File: config.mk
export PLATFORM = sky130hd
export DESIGN_NAME = serv_mdu_seq
export DESIGN_NICKNAME = d
export VERILOG_FILES = /design/src/rtl/serv_mdu_pkg.sv /design/src/rtl/serv_mdu_addsub.sv /design/src/rtl/serv_mdu_seq.sv
export SDC_FILE = /design/constraint.sdc
export NUM_CORES = 1
export LEC_CHECK = 0
export ABC_AREA = 1
export BUFFER_PORTS_ARGS = -buffer_cell sky130_fd_sc_hd__buf_4
export CAP_MARGIN = 40
export CELL_PAD_IN_SITES_DETAIL_PLACEMENT = 0
export CELL_PAD_IN_SITES_GLOBAL_PLACEMENT = 1
export CORE_UTILIZATION = 46
export CTS_BUF_LIST = sky130_fd_sc_hd__clkbuf_4
export DETAILED_ROUTE_END_ITERATION = 6
export HOLD_SLACK_MARGIN = 0.15
export PLACE_DENSITY = 0.84
export SLEW_MARGIN = 5
export SYNTH_ARGS = -nofsm -noshare
export SYNTH_HDL_FRONTEND = slang
export SYNTH_SLANG_ARGS = --single-unit
File: constraint.sdc
create_clock -name clk -period 9.1 [get_ports clk]
set_input_delay 1.82 -clock clk [delete_from_list [all_inputs] [get_ports clk]]
set_output_delay 1.82 -clock clk [all_outputs]
set_load 0.02 [all_outputs]
File: src/rtl/serv_mdu_pkg.sv
// serv_mdu_pkg: shared constants for the sequential RV32M multiply/divide unit.
//   XLEN         datapath width (32)
//   OP_*         funct3 opcode encodings
//   S_*          FSM state encoding for serv_mdu_seq
//   DIV0_QUOT    quotient returned for a division by zero
//   op_signed_a/op_signed_b  which opcodes treat rs1/rs2 as two's complement
package serv_mdu_pkg;

  localparam int XLEN = 32;

  localparam logic [2:0] OP_MUL    = 3'd0;
  localparam logic [2:0] OP_MULH   = 3'd1;
  localparam logic [2:0] OP_MULHSU = 3'd2;
  localparam logic [2:0] OP_MULHU  = 3'd3;
  localparam logic [2:0] OP_DIV    = 3'd4;
  localparam logic [2:0] OP_DIVU   = 3'd5;
  localparam logic [2:0] OP_REM    = 3'd6;
  localparam logic [2:0] OP_REMU   = 3'd7;

  localparam logic [2:0] S_IDLE = 3'd0;
  localparam logic [2:0] S_INIT = 3'd1;
  localparam logic [2:0] S_RUN  = 3'd2;
  localparam logic [2:0] S_FIX  = 3'd3;
  localparam logic [2:0] S_DONE = 3'd4;

  localparam logic [XLEN-1:0] DIV0_QUOT = {XLEN{1'b1}};

  // MUL is handled as an unsigned product, so only the high-word and
  // signed-divide opcodes see signed operands.
  function automatic logic op_signed_a(input logic [2:0] op);
    return (op == OP_MULH) || (op == OP_MULHSU) || (op == OP_DIV) || (op == OP_REM);
  endfunction

  function automatic logic op_signed_b(input logic [2:0] op);
    return (op == OP_MULH) || (op == OP_DIV) || (op == OP_REM);
  endfunction

endpackage

File: src/rtl/serv_mdu_addsub.sv
// serv_mdu_addsub: 33-bit adder/subtractor shared by every arithmetic step of
// the MDU (operand negation, shift-add, restoring trial subtract, result fix-up).
//   a, b  in  33  operands
//   sub   in  1   1: a - b, 0: a + b
//   sum   out 33  result
//   cout  out 1   carry out; for subtraction 1 means no borrow (a >= b)
module serv_mdu_addsub
  import serv_mdu_pkg::*;
(
  input  logic [XLEN:0] a,
  input  logic [XLEN:0] b,
  input  logic          sub,
  output logic [XLEN:0] sum,
  output logic          cout
);

  logic [XLEN+1:0] full;

  assign full = {1'b0, a} + {1'b0, (sub ? ~b : b)} + {{(XLEN+1){1'b0}}, sub};
  assign sum  = full[XLEN:0];
  assign cout = full[XLEN+1];

endmodule

File: src/rtl/serv_mdu_seq.sv
// serv_mdu_seq: sequential radix-2 RV32M multiply/divide unit for the
// bit-serial core. A request is captured in IDLE; 35 cycles later the result
// is presented on o_mdu_rd together with a one-cycle o_mdu_ready pulse.
//   clk           core clock
//   i_rst         asynchronous active-high reset
//   i_mdu_valid   request (sampled only in IDLE)
//   i_mdu_opcode  funct3 of the M-extension instruction
//   i_mdu_rs1     operand A (multiplicand / dividend)
//   i_mdu_rs2     operand B (multiplier / divisor)
//   o_mdu_ready   one-cycle completion pulse
//   o_mdu_rd      result, held until the next completion
// Configuration: define SERV_MDU_DIV_EN to build the divider; without it
// opcodes 4-7 run through the same FSM and return 0.
module serv_mdu_seq
  import serv_mdu_pkg::*;
(
  input  logic            clk,
  input  logic            i_rst,
  input  logic            i_mdu_valid,
  input  logic [2:0]      i_mdu_opcode,
  input  logic [XLEN-1:0] i_mdu_rs1,
  input  logic [XLEN-1:0] i_mdu_rs2,
  output logic            o_mdu_ready,
  output logic [XLEN-1:0] o_mdu_rd
);

  logic [2:0]      state;
  logic [4:0]      cnt;
  logic [2:0]      op_q;
  logic [XLEN-1:0] rs1_q;    // raw dividend, needed for REM by zero
  logic [XLEN-1:0] a_q;      // |A|
  logic [XLEN-1:0] b_q;      // |B|
  logic            sb_q;     // B was negative and signed
  logic            neg_res;
  logic [XLEN:0]   acc;      // mul: high partial product, div: remainder
  logic [XLEN-1:0] mq;       // mul: multiplier / low product, div: quotient

  logic [XLEN:0]   add_a, add_b, add_sum;
  logic            add_sub, add_cout;

  logic            is_div, sign_a, sign_b_in;
  logic [XLEN-1:0] a_mag, fix_sel, fix_res;
  logic            fix_cin, neg_res_d;

  assign is_div    = op_q[2];
  assign sign_a    = rs1_q[XLEN-1] & op_signed_a(op_q);
  assign sign_b_in = i_mdu_rs2[XLEN-1] & op_signed_b(i_mdu_opcode);
  assign a_mag     = sign_a ? add_sum[XLEN-1:0] : rs1_q;

  always_comb begin
    neg_res_d = 1'b0;
    case (op_q)
      OP_MULH, OP_MULHSU, OP_DIV: neg_res_d = sign_a ^ sb_q;
      OP_REM:                     neg_res_d = sign_a;
      default:                    neg_res_d = 1'b0;
    endcase
  end

  // A negated 64-bit product only carries into the high word when the low
  // word is zero, so the high-word fix-up is ~hi + (lo == 0).
  always_comb begin
    if (is_div)
      fix_sel = op_q[1] ? acc[XLEN-1:0] : mq;
    else
      fix_sel = (op_q == OP_MUL) ? mq : acc[XLEN-1:0];
    fix_cin = is_div | (mq == '0);
  end

  // Every negation is done as ~x + cin on the shared adder. B is negated
  // while the request is captured, since the adder is otherwise idle then and
  // INIT needs it for A.
  always_comb begin
    add_a   = '0;
    add_b   = '0;
    add_sub = 1'b0;
    case (state)
      S_IDLE: begin
        add_a = {1'b0, ~i_mdu_rs2};
        add_b = {{XLEN{1'b0}}, 1'b1};
      end
      S_INIT: begin
        add_a = {1'b0, ~rs1_q};
        add_b = {{XLEN{1'b0}}, 1'b1};
      end
      S_RUN: begin
        if (!is_div) begin
          add_a = acc;
          add_b = mq[0] ? {1'b0, a_q} : '0;
        end
`ifdef SERV_MDU_DIV_EN
        else begin
          add_a   = {acc[XLEN-1:0], mq[XLEN-1]};
          add_b   = {1'b0, b_q};
          add_sub = 1'b1;
        end
`endif
      end
      S_FIX: begin
        add_a = {1'b0, ~fix_sel};
        add_b = {{XLEN{1'b0}}, fix_cin};
      end
      default: ;
    endcase
  end

  serv_mdu_addsub u_addsub (
    .a    (add_a),
    .b    (add_b),
    .sub  (add_sub),
    .sum  (add_sum),
    .cout (add_cout)
  );

  always_comb begin
    fix_res = neg_res ? add_sum[XLEN-1:0] : fix_sel;
    if (is_div) begin
`ifdef SERV_MDU_DIV_EN
      // Division by zero bypasses sign correction entirely.
      if (b_q == '0)
        fix_res = op_q[1] ? rs1_q : DIV0_QUOT;
`else
      fix_res = '0;
`endif
    end
  end

  always_ff @(posedge clk or posedge i_rst) begin
    if (i_rst) begin
      state       <= S_IDLE;
      cnt         <= '0;
      op_q        <= '0;
      rs1_q       <= '0;
      a_q         <= '0;
      b_q         <= '0;
      sb_q        <= 1'b0;
      neg_res     <= 1'b0;
      acc         <= '0;
      mq          <= '0;
      o_mdu_ready <= 1'b0;
      o_mdu_rd    <= '0;
    end else begin
      o_mdu_ready <= 1'b0;
      case (state)
        S_IDLE: begin
          if (i_mdu_valid) begin
            op_q  <= i_mdu_opcode;
            rs1_q <= i_mdu_rs1;
            sb_q  <= sign_b_in;
            b_q   <= sign_b_in ? add_sum[XLEN-1:0] : i_mdu_rs2;
            state <= S_INIT;
          end
        end
        S_INIT: begin
          a_q     <= a_mag;
          acc     <= '0;
          mq      <= is_div ? a_mag : b_q;
          neg_res <= neg_res_d;
          cnt     <= '0;
          state   <= S_RUN;
        end
        S_RUN: begin
          cnt <= cnt + 5'd1;
          if (!is_div) begin
            // Carry out is shifted in so the 33-bit partial sum is never truncated.
            acc <= {add_cout, add_sum[XLEN:1]};
            mq  <= {add_sum[0], mq[XLEN-1:1]};
          end
`ifdef SERV_MDU_DIV_EN
          else begin
            if (add_cout)
              acc <= {1'b0, add_sum[XLEN-1:0]};
            else
              acc <= {acc[XLEN-1:0], mq[XLEN-1]};
            mq <= {mq[XLEN-2:0], add_cout};
          end
`endif
          if (cnt == 5'd31)
            state <= S_FIX;
        end
        S_FIX: begin
          o_mdu_rd    <= fix_res;
          o_mdu_ready <= 1'b1;
          state       <= S_DONE;
        end
        S_DONE: state <= S_IDLE;
        default: state <= S_IDLE;
      endcase
    end
  end

endmodule

==> results of run 1 <==
## where the power goes
part           internal (mW)  switching, mW
combinational           1.11           2.60
clock                  0.444          0.432
sequential              1.32          0.318
total                   2.88           3.35
## metrics by stage
| step | hold WS [ns] | cell area, um^2 | util | total power, mW |
|---|---|---|---|---|
| global route | 0.499 | 14800 | 0.534 | 6.64 |
| CTS | 0.485 | 14800 | 0.534 | 6.11 |
| floorplan | 0.433 | 13000 | - | 4.01 |
| finish | 0.478 | 14800 | 0.534 | 6.23 |
| global placement | 0.453 | 14000 | 0.504 | 5.15 |
| detailed placement | 0.466 | 14100 | 0.507 | 5.22 |
## final timing paths
check,to,slack (ns),startpoint
setup reg to reg,mq[9],4.09,state[2]
setup / recovery,mq[9],4.09,state[2]
hold reg to reg,o_mdu_rd[20],0.48,o_mdu_rd[20]
min in group asynchronous,o_mdu_rd[5],1.06,i_rst
hold / removal,o_mdu_rd[20],0.48,o_mdu_rd[20]
max in group asynchronous,rs1_q[14],7.01,i_rst
## metal layers
| metal | track usage | up-vias |
|---|---|---|
| met5 | 0 | - |
| met3 | 0.121 | 104 |
| met2 | 0.484 | 807 |
| li1 | - | 6171 |
| met4 | 0.114 | 0 |
| met1 | 0.530 | 6390 |
## placed cells by master, fill, tap and decap left out, types with 5 or more instances in the layout
cell type / count
a21oi_1: 98
a22o_1: 9
a22oi_1: 26
a31oi_1: 7
buf_4: 121
clkbuf_4: 82
clkinv_1: 15
clkinv_2: 6
dfrtp_1: 207
ha_1: 34
inv_1: 177
inv_2: 13
mux2i_1: 10
nand2_1: 570
nand2_2: 25
nand3_1: 93
nand4_1: 6
nor2_1: 97
nor2_2: 7
nor2_4: 5
nor3_1: 13
nor4_1: 8
o211ai_1: 25
o21ai_0: 115
o21ai_1: 49
o221ai_1: 26
o22ai_1: 24
xnor2_1: 7
## cells by family after synthesis
kind of cell / after synthesis
adder cells (fa/ha/maj): 35
buffers and inverters: 287
AO/OA/AOI/OAI: 403
flip-flops: 207
XOR/XNOR: 15
multiplexers: 10
AND/OR/NAND/NOR: 845
## flip-flops by register name, summed over array words and instances, names as in the netlist, 5 cells and up
| signal | flops |
|---|---|
| a_q | 32 |
| acc | 33 |
| b_q | 32 |
| cnt | 5 |
| mq | 32 |
| o_mdu_rd | 32 |
| rs1_q | 32 |
## worst max-delay path, cell delays in order, from the launching register on
cell and delay [ns]:
dfrtp_1 0.42, nor2_2 0.05, inv_2 0.08, nor2_4 0.13, inv_2 0.46, nor2_4 0.05, inv_2 0.40, buf_4 0.66
nor2_1 0.08, nor3_1 0.34, inv_1 0.09, ha_1 0.28, nand2_1 0.07, nand2_1 0.15, nand2_1 0.15, o21bai_2 0.10
nand2_1 0.08, nand2_1 0.13, xnor2_1 0.54, nand2_1 0.11, nand2_1 0.20, o21ai_0 0.11, nand2_1 0.08, nand2_1 0.04
## final cells by class
type | instances | area [um^2]
Antenna cell | 1 | 2.50
Clock buffer | 82 | 616
Clock inverter | 22 | 125
Fill cell | 2845 | 12900
Inverter | 194 | 738
Multi-Input combinational cell | 1308 | 6700
Sequential cell | 207 | 5180
Tap cell | 378 | 473
Timing Repair Buffer | 125 | 1000
==> impl_results.md, run 1 <==
* Met3 WL at 6890 um
* Num rows at 61
* Kind of critical path: flop to flop
* Largest family of logic cells by synthesized area: simple AND/OR/NAND/NOR gates
* CTS root buf: clkbuf_4
* Req. time, crit path at 9.69 ns
* Post-Syn Nets at 1907
* Fin crit share at 0.550
* Worst-Margin Slew at 0.857 ns
* First-pass DRT Iterations at 6
* Status: finished, final reports clean
* FFs w/ async S/R, synth at 1.00
* Buffers on Ports at 102
* GRT Total Usage at 0.359
* Clk slew on worst S/H paths at 0.06 ns
* Top FF cell, synth: dfrtp_1
* Largest net degree at the start of global routing at 86
* Share of cells above drive strength 1 at 0.151
* Simple-gate share of the synthesized area at 0.273
* Avg Inst Size Synth at 7.23 um^2
* Post-Syn Area at 13000 um^2
* Die width at 170 um
* Min-Delay Path Depth at 2
* Synth area leader: dfrtp_1
* Initial Util at 0.469
* Final WS setup at 4.09 ns
* GPL Wtd Cong at 0.972
* R2R cell count at 23
* Final #Nets at 1998
* Post-synthesis adder-cell area fraction at 0.0342
* Crit path time final at 5.01 ns
* CTS H-Tree Depth at 2
* Via Count at 13.5k
* Pre-CTS setup slack at 4.32 ns
* Top-count cell post-synth: nand2_1
* Die height at 170 um
* Top Ports at 103
* Final Hold Viols at 0
* PD cells at 420 nW/um^2
* TritonCTS Sinks at 207
* Commonest cells in the netlist: nand2_1, dfrtp_1, inv_1
* Core ar. at 27800 um^2
* DR iter-0 viols at 1632
* Max Root-Sink Buffers at 3
* Mux contribution to synthesized area at 0.00769
* Drt drc at 0
* Die area at 29000 um^2
* Synth top area share at 0.398
* Max-cap violations at 0
* Top layer used by detailed routing: met4
* Library cells used by synthesis at 56
* Slew Limit Fails at 0
* Dpl hpwl at 34900 um
* Post-CTS resize count at 0
* TritonCTS Buffers at 57
* Initial antenna violation count at 1
* YS warnings at 0
* CP Max Fanout at 50
* Unrepaired setup endpoints after global routing: false
* Layout Cells excl Fill at 2317
* Crit path capture type: flop
* Met2 Routed Length at 20200 um
* CTS tree: yes
* Setup TNS at 0 ns
* Worst-Skew Late Latency at 0.74 ns
* Hold WC Path Type: flop to flop
* Vias in the first global route at 12.6k
* Gr ovfl total at 0
* Ranking of synthesized cells by area: dfrtp_1, nand2_1, inv_1
* Worst setup SP type: flop
* Peak supply drop at 0.000253 V
* EDFF count, synth at 0
* FMAX at 200 MHz
* Via/cell ratio at 5.81
* Setup violations, final at 0
* Post-CTS Hold Fix Bufs at 0
* Sequential cell area fraction in the yosys report at 0.398
* Seq cells post-synth at 207
* Routed WL at 51100 um
* Wirelength per Cell at 22.0 um
* Cells after Synth at 1802
* First-pass GRT wire length at 76900 um
* Antenna viol nets, final at 0
* Post-Synth XOR/XNOR Area at 0.0130
* Total leakage power at 7.51 nW
* Placed cell count at 2212
* Worst-case clock skew at 0.0534 ns
* Setup Fix Bufs, Post-CTS at 0
* Crit path DAT at 5.60 ns
* Worst relative slew slack at 0.427
* P&R area growth vs syn at 13.9%
* Compound-Gate Fraction of Synth Area at 0.186
* Met1 Wirelength at 22500 um
Power figures use the tool's default switching activity.
==> run 2: changes to the inputs <==
Clock period 9.1 ns to 5.1 ns, I/O delays scaled along.
==> impl_results.md, run 2 (synthesized netlist as in run 1, its figures left out) <==
* Worst path top cell family by delay: simple AND/OR/NAND/NOR gates
* CTS H-Tree Depth at 2
* Worst-case clock skew at 0.0759 ns
* Fin Hold WS at 0.301 ns
* Slew Limit Fails at 0
* Req. time, crit path at 5.71 ns
* Biggest register: acc
* Num rows at 61
* Routed WL at 50900 um
* Crit path capture type: flop
* Post-CTS resize count at 0
* Commonest cells after routing, fill and taps aside: nand2_1, dfrtp_1, inv_1
* TritonCTS Buffers at 57
* Gr ovfl total at 0
* First-pass DRT Iterations at 6
* Buffers on Ports at 102
* GRT Total Usage at 0.359
* GPL Wtd Cong at 0.935
* DR iter-0 viols at 1558
* Antenna viol nets, final at 0
* Critical R2R Capture: o_mdu_rd[31]
* Core ar. at 27800 um^2
* FF-to-FF Start: state[2]
* Top Ports at 103
* Drt drc at 0
* Post-layout util at 0.536
* Total leakage power at 7.54 nW
* R2R cell count at 18
* Crit path DAT at 5.18 ns
* Initial antenna violation count at 1
* Max-cap violations at 0
* Critical path origin: state[2]
* Max FFs per register at 33
* Setup TNS at 0 ns
* Buffers plus inverters on the worst setup path at 4
* Share of cells above drive strength 1 at 0.154
* CP Max Fanout at 26
* Die height at 170 um
* Unrepaired setup endpoints after global routing: false
* CTS tree: yes
* Max Root-Sink Buffers at 3
* Wirelength per Cell at 21.9 um
* Final Hold Viols at 0
* Setup violations, final at 0
* Die width at 170 um
* Status: finished, final reports clean
* FF/Latch Area at 5180 um^2
* Worst setup SP type: flop
* First-pass GRT wire length at 76400 um
* Initial Util at 0.469
* Peak supply drop at 0.000305 V
* Peak per-stage delay on the critical path at 0.59 ns
* Final #Nets at 2008
* Layout fillers at 2834
* Pre-CTS setup slack at 0.738 ns
* TritonCTS Sinks at 207
* Final WS setup at 0.527 ns
* Crit path time final at 4.57 ns
* CP cell instances: nor2_2, inv_2, nor2_4, inv_2, nor2_4, inv_2, buf_4, nor3_1, ha_1, nand2_1, nand2_1, a21oi_1, nand2_1, a21oi_1, nand3_1, nand2_1, nand2_1, a22o_1
* Setup Fix Bufs, Post-CTS at 0
* R2R setup slack at 0.53 ns
* Commonest non-fill, non-tap cell in the layout: nand2_1
* Die area at 29000 um^2
* Worst-Margin Slew at 0.832 ns
* Largest net degree at the start of global routing at 121
* CTS root buf: clkbuf_4
* Via Count at 13.3k
* Fin crit share at 0.897
* Worst-Skew Late Latency at 0.75 ns
* Vias in the first global route at 12.4k
* Total power at 11.2 mW
* Post-CTS Hold Fix Bufs at 0
* Area of the multi-input gates at 6700 um^2
* P&R area growth vs syn at 14.3%
* Worst relative slew slack at 0.443
* Hold WC Path Type: primary input to asynchronous set/reset pin
* FMAX at 219 MHz
* Via/cell ratio at 5.74
* Clk slew on worst S/H paths at 0.06 ns
* Kind of critical path: flop to flop
* Dpl hpwl at 36700 um
* Critical path's most frequent cell: nand2_1
* PD cells at 755 nW/um^2
* Slowest cell on the critical path: nor2_4
==> run 2: changes by cell type in the layout (fill, tap and decap cells not counted), moves of 2 or more <==
cell / before / now
buf_12: 2 / 4
clkinv_2: 6 / 0
clkbuf_4: 82 / 84
buf_4: 121 / 129
==> run 2: final cells by class <==
class                           count  share of cell area
Inverter                          194              0.0493
Tap cell                          378              0.0318
Multi-Input combinational cell   1308               0.450
Timing Repair Buffer              135              0.0741
Clock inverter                     16             0.00462
Clock buffer                       84              0.0423
Sequential cell                   207               0.348
Antenna cell                        2            0.000336
==> run 2: report_power, final <==
group / internal (mW) / switching [mW] / leakage (nW)
combinational: 2.06 / 4.79 / 4.51
clock: 0.750 / 0.742 / 0.416
sequential: 2.36 / 0.548 / 2.61
total: 5.17 / 6.08 / 7.54
==> run 2: worst max path at each step <==
stage | to | slack [ns] | cells past startpoint
after floorplan | a_q[0] | 1.39 | 1
after global placement | o_mdu_rd[31] | 0.80 | 18
after detailed placement | mq[3] | 0.74 | 17
after CTS | o_mdu_rd[31] | 0.71 | 18
after global routing | o_mdu_rd[31] | 0.25 | 18
final | o_mdu_rd[31] | 0.53 | 18
==> run 2: per-layer routing <==
metal,GRT usage,vias to the layer above,share of wire
met2,0.482,717,0.40
met5,0.0209,-,0.0015
li1,-,6187,-
met4,0.0928,2,0.023
met1,0.533,6355,0.45
met3,0.130,80,0.13
==> run 2: worst reg2reg max path: stages, from the launching register on <==
cell,delay [ns]
dfrtp_1,0.42
nor2_2,0.11
inv_2,0.06
nor2_4,0.09
inv_2,0.20
nor2_4,0.60
inv_2,0.44
buf_4,0.33
nor3_1,0.22
ha_1,0.33
nand2_1,0.10
nand2_1,0.08
a21oi_1,0.18
nand2_1,0.10
a21oi_1,0.40
nand3_1,0.30
nand2_1,0.22
nand2_1,0.08
a22o_1,0.19
==> run 2: per-stage QoR <==
stage          instances  cell area [um^2]
2_1_floorplan       1802             13000
3_3_place_gp        2217             14100
3_5_place_dp        2222             14200
4_1_cts             2322             14900
5_1_grt             2324             14900
6_report            2324             14900
==> run 3: changes to the inputs <==
Settings changed: BUFFER_PORTS_ARGS -buffer_cell sky130_fd_sc_hd__buf_4 to -buffer_cell sky130_fd_sc_hd__buf_2, CELL_PAD_IN_SITES_DETAIL_PLACEMENT 0 to 1.
==> impl_results.md, run 3 (synthesized netlist as in run 1, its figures left out) <==
* Slew Limit Fails at 0
* Num rows at 61
* GRT Total Usage at 0.380
* Crit path capture type: flop
* CP cell instances: nor2_2, inv_2, nor2_4, inv_2, nor2_4, inv_2, nor2_1, nor3_1, inv_1, ha_1, nand2_1, nand2_1, nand2_1, o21bai_2, nand2_1, nand2_2, nor2_1, nor2_4, nand2_2, o211ai_2, nand2_1, nand2_1, nand2_1
* Req. time, crit path at 5.71 ns
* Final Hold Viols at 0
* Crit path time final at 4.30 ns
* Post-CTS resize count at 0
* Critical path's most frequent cell: nand2_1
* Biggest register: acc
* CTS tree: yes
* TritonCTS Sinks at 207
* Die width at 170 um
* Peak per-stage delay on the critical path at 0.42 ns
* Kind of critical path: flop to flop
* Unrepaired setup endpoints after global routing: false
* First-pass GRT wire length at 82600 um
* Layout fillers at 3710
* TritonCTS Buffers at 58
* Seq pwr share at 0.262
* Net switching power at 6.11 mW
* Hold WC Path Type: primary input to asynchronous set/reset pin
* Commonest non-fill, non-tap cell in the layout: nand2_1
* Core ar. at 27800 um^2
* Worst path top cell family by delay: simple AND/OR/NAND/NOR gates
* Die height at 170 um
* DP Area at 13900 um^2
* Initial Util at 0.469
* Internal power at 5.12 mW
* Combinational Power Share at 0.600
* Setup Fix Bufs, Post-CTS at 0
* Max Root-Sink Buffers at 3
* Gr ovfl total at 0
* Worst relative slew slack at 0.362
* Setup crit end: mq[13]
* FMAX at 232 MHz
* Status: finished, final reports clean
* Sw Share at 0.544
* Dpl hpwl at 38200 um
* First-pass DRT Iterations at 5
* DR iter-0 viols at 1581
* Drt drc at 0
* Top Ports at 103
* WP depth at 23
* GPL Wtd Cong at 0.973
* Crit path DAT at 4.91 ns
* Critical path origin: state[2]
* Buffers on Ports at 102
* Clk slew on worst S/H paths at 0.07 ns
* Antenna viol nets, final at 0
* Initial antenna violation count at 4
* Commonest cells after routing, fill and taps aside: nand2_1, dfrtp_1, inv_1
* Post-CTS Hold Fix Bufs at 0
* Wirelength per Cell at 23.3 um
* Total leakage power at 7.48 nW
* Via/cell ratio at 5.96
* Setup violations, final at 0
* Peak supply drop at 0.000255 V
* Worst-case clock skew at 0.0403 ns
* Routed WL at 54100 um
* PD cells at 767 nW/um^2
* Largest net degree at the start of global routing at 127
* Worst-Skew Late Latency at 0.72 ns
* Setup TNS at 0 ns
* Share of cells above drive strength 1 at 0.156
* Slowest cell on the critical path: inv_2
* Buffers plus inverters on the worst setup path at 4
* R2R cell count at 23
* Max FFs per register at 33
* Clock power frac at 0.138
* Fin crit share at 0.844
* Vias in the first global route at 13.9k
* FF-to-FF Start: state[2]
* Critical R2R Capture: mq[13]
* P&R area growth vs syn at 12.4%
* CTS root buf: clkbuf_4
* Worst-Margin Slew at 0.957 ns
* R2R setup slack at 0.80 ns
* Die area at 29000 um^2
* Final #Nets at 2008
* Post-Layout Inst Area at 14600 um^2
* CTS H-Tree Depth at 2
* Worst setup SP type: flop
* CP Max Fanout at 26
* Max-cap violations at 0
* Via Count at 13.9k
## run 3: how the worst min path moves through the flow
stage	from	end	slack [ns]	depth (start not counted)
6_report	i_rst	o_mdu_rd[2]	0.42	2
5_1_grt	i_rst	rs1_q[1]	0.44	2
2_1_floorplan	cnt[3]	cnt[3]	0.43	1
3_5_place_dp	o_mdu_rd[17]	o_mdu_rd[17]	0.46	2
4_1_cts	i_rst	o_mdu_rd[12]	0.43	2
3_3_place_gp	o_mdu_rd[17]	o_mdu_rd[17]	0.46	2
## run 3: final cells by class
type	instances	area (um^2)	share of cell area
Antenna cell	2	5.00	0.000342
Multi-Input combinational cell	1308	6700	0.457
Clock inverter	15	62.6	0.00427
Inverter	194	734	0.0502
Sequential cell	207	5180	0.354
Clock buffer	89	668	0.0456
Tap cell	378	473	0.0323
Timing Repair Buffer	134	821	0.0561
## run 3: worst reg2reg max path, stage by stage, from the launching register on
cell      delay, ns
dfrtp_1        0.41
nor2_2         0.05
inv_2          0.09
nor2_4         0.04
inv_2          0.40
nor2_4         0.19
inv_2          0.43
nor2_1         0.13
nor3_1         0.33
inv_1          0.08
ha_1           0.28
nand2_1        0.11
nand2_1        0.12
nand2_1        0.11
o21bai_2       0.25
nand2_1        0.14
nand2_2        0.18
nor2_1         0.09
nor2_4         0.26
nand2_2        0.11
o211ai_2       0.07
nand2_1        0.18
nand2_1        0.11
nand2_1        0.05
## run 3: through the flow
stage / total power [mW] / util / instances / setup WS [ns] / hold WS, ns
after floorplan: 7.16 / - / 1802 / 1.39 / 0.433
after global placement: 9.15 / 0.499 / 2219 / 1.07 / 0.457
after detailed placement: 9.42 / 0.500 / 2221 / 0.930 / 0.461
after CTS: 11.0 / 0.527 / 2325 / 0.896 / 0.430
after global routing: 11.9 / 0.527 / 2327 / 0.563 / 0.439
final: 11.2 / 0.527 / 2327 / 0.798 / 0.421
## run 3: power by group through the flow
stage | logic, mW | registers, mW | clock network, mW
global route | 7.26 | 3.00 | 1.66
floorplan | 4.32 | 2.84 | 0
finish | 6.74 | 2.94 | 1.55
global placement | 6.25 | 2.90 | 0
detailed placement | 6.49 | 2.93 | 0
CTS | 6.55 | 2.91 | 1.57
## run 3: metal layers
metal,vias to the layer above,GRT usage,wire (um)
met4,4,0.128,1490
li1,6177,-,-
met1,6768,0.537,23100
met5,-,0,27
met3,137,0.110,6530
met2,776,0.552,23000
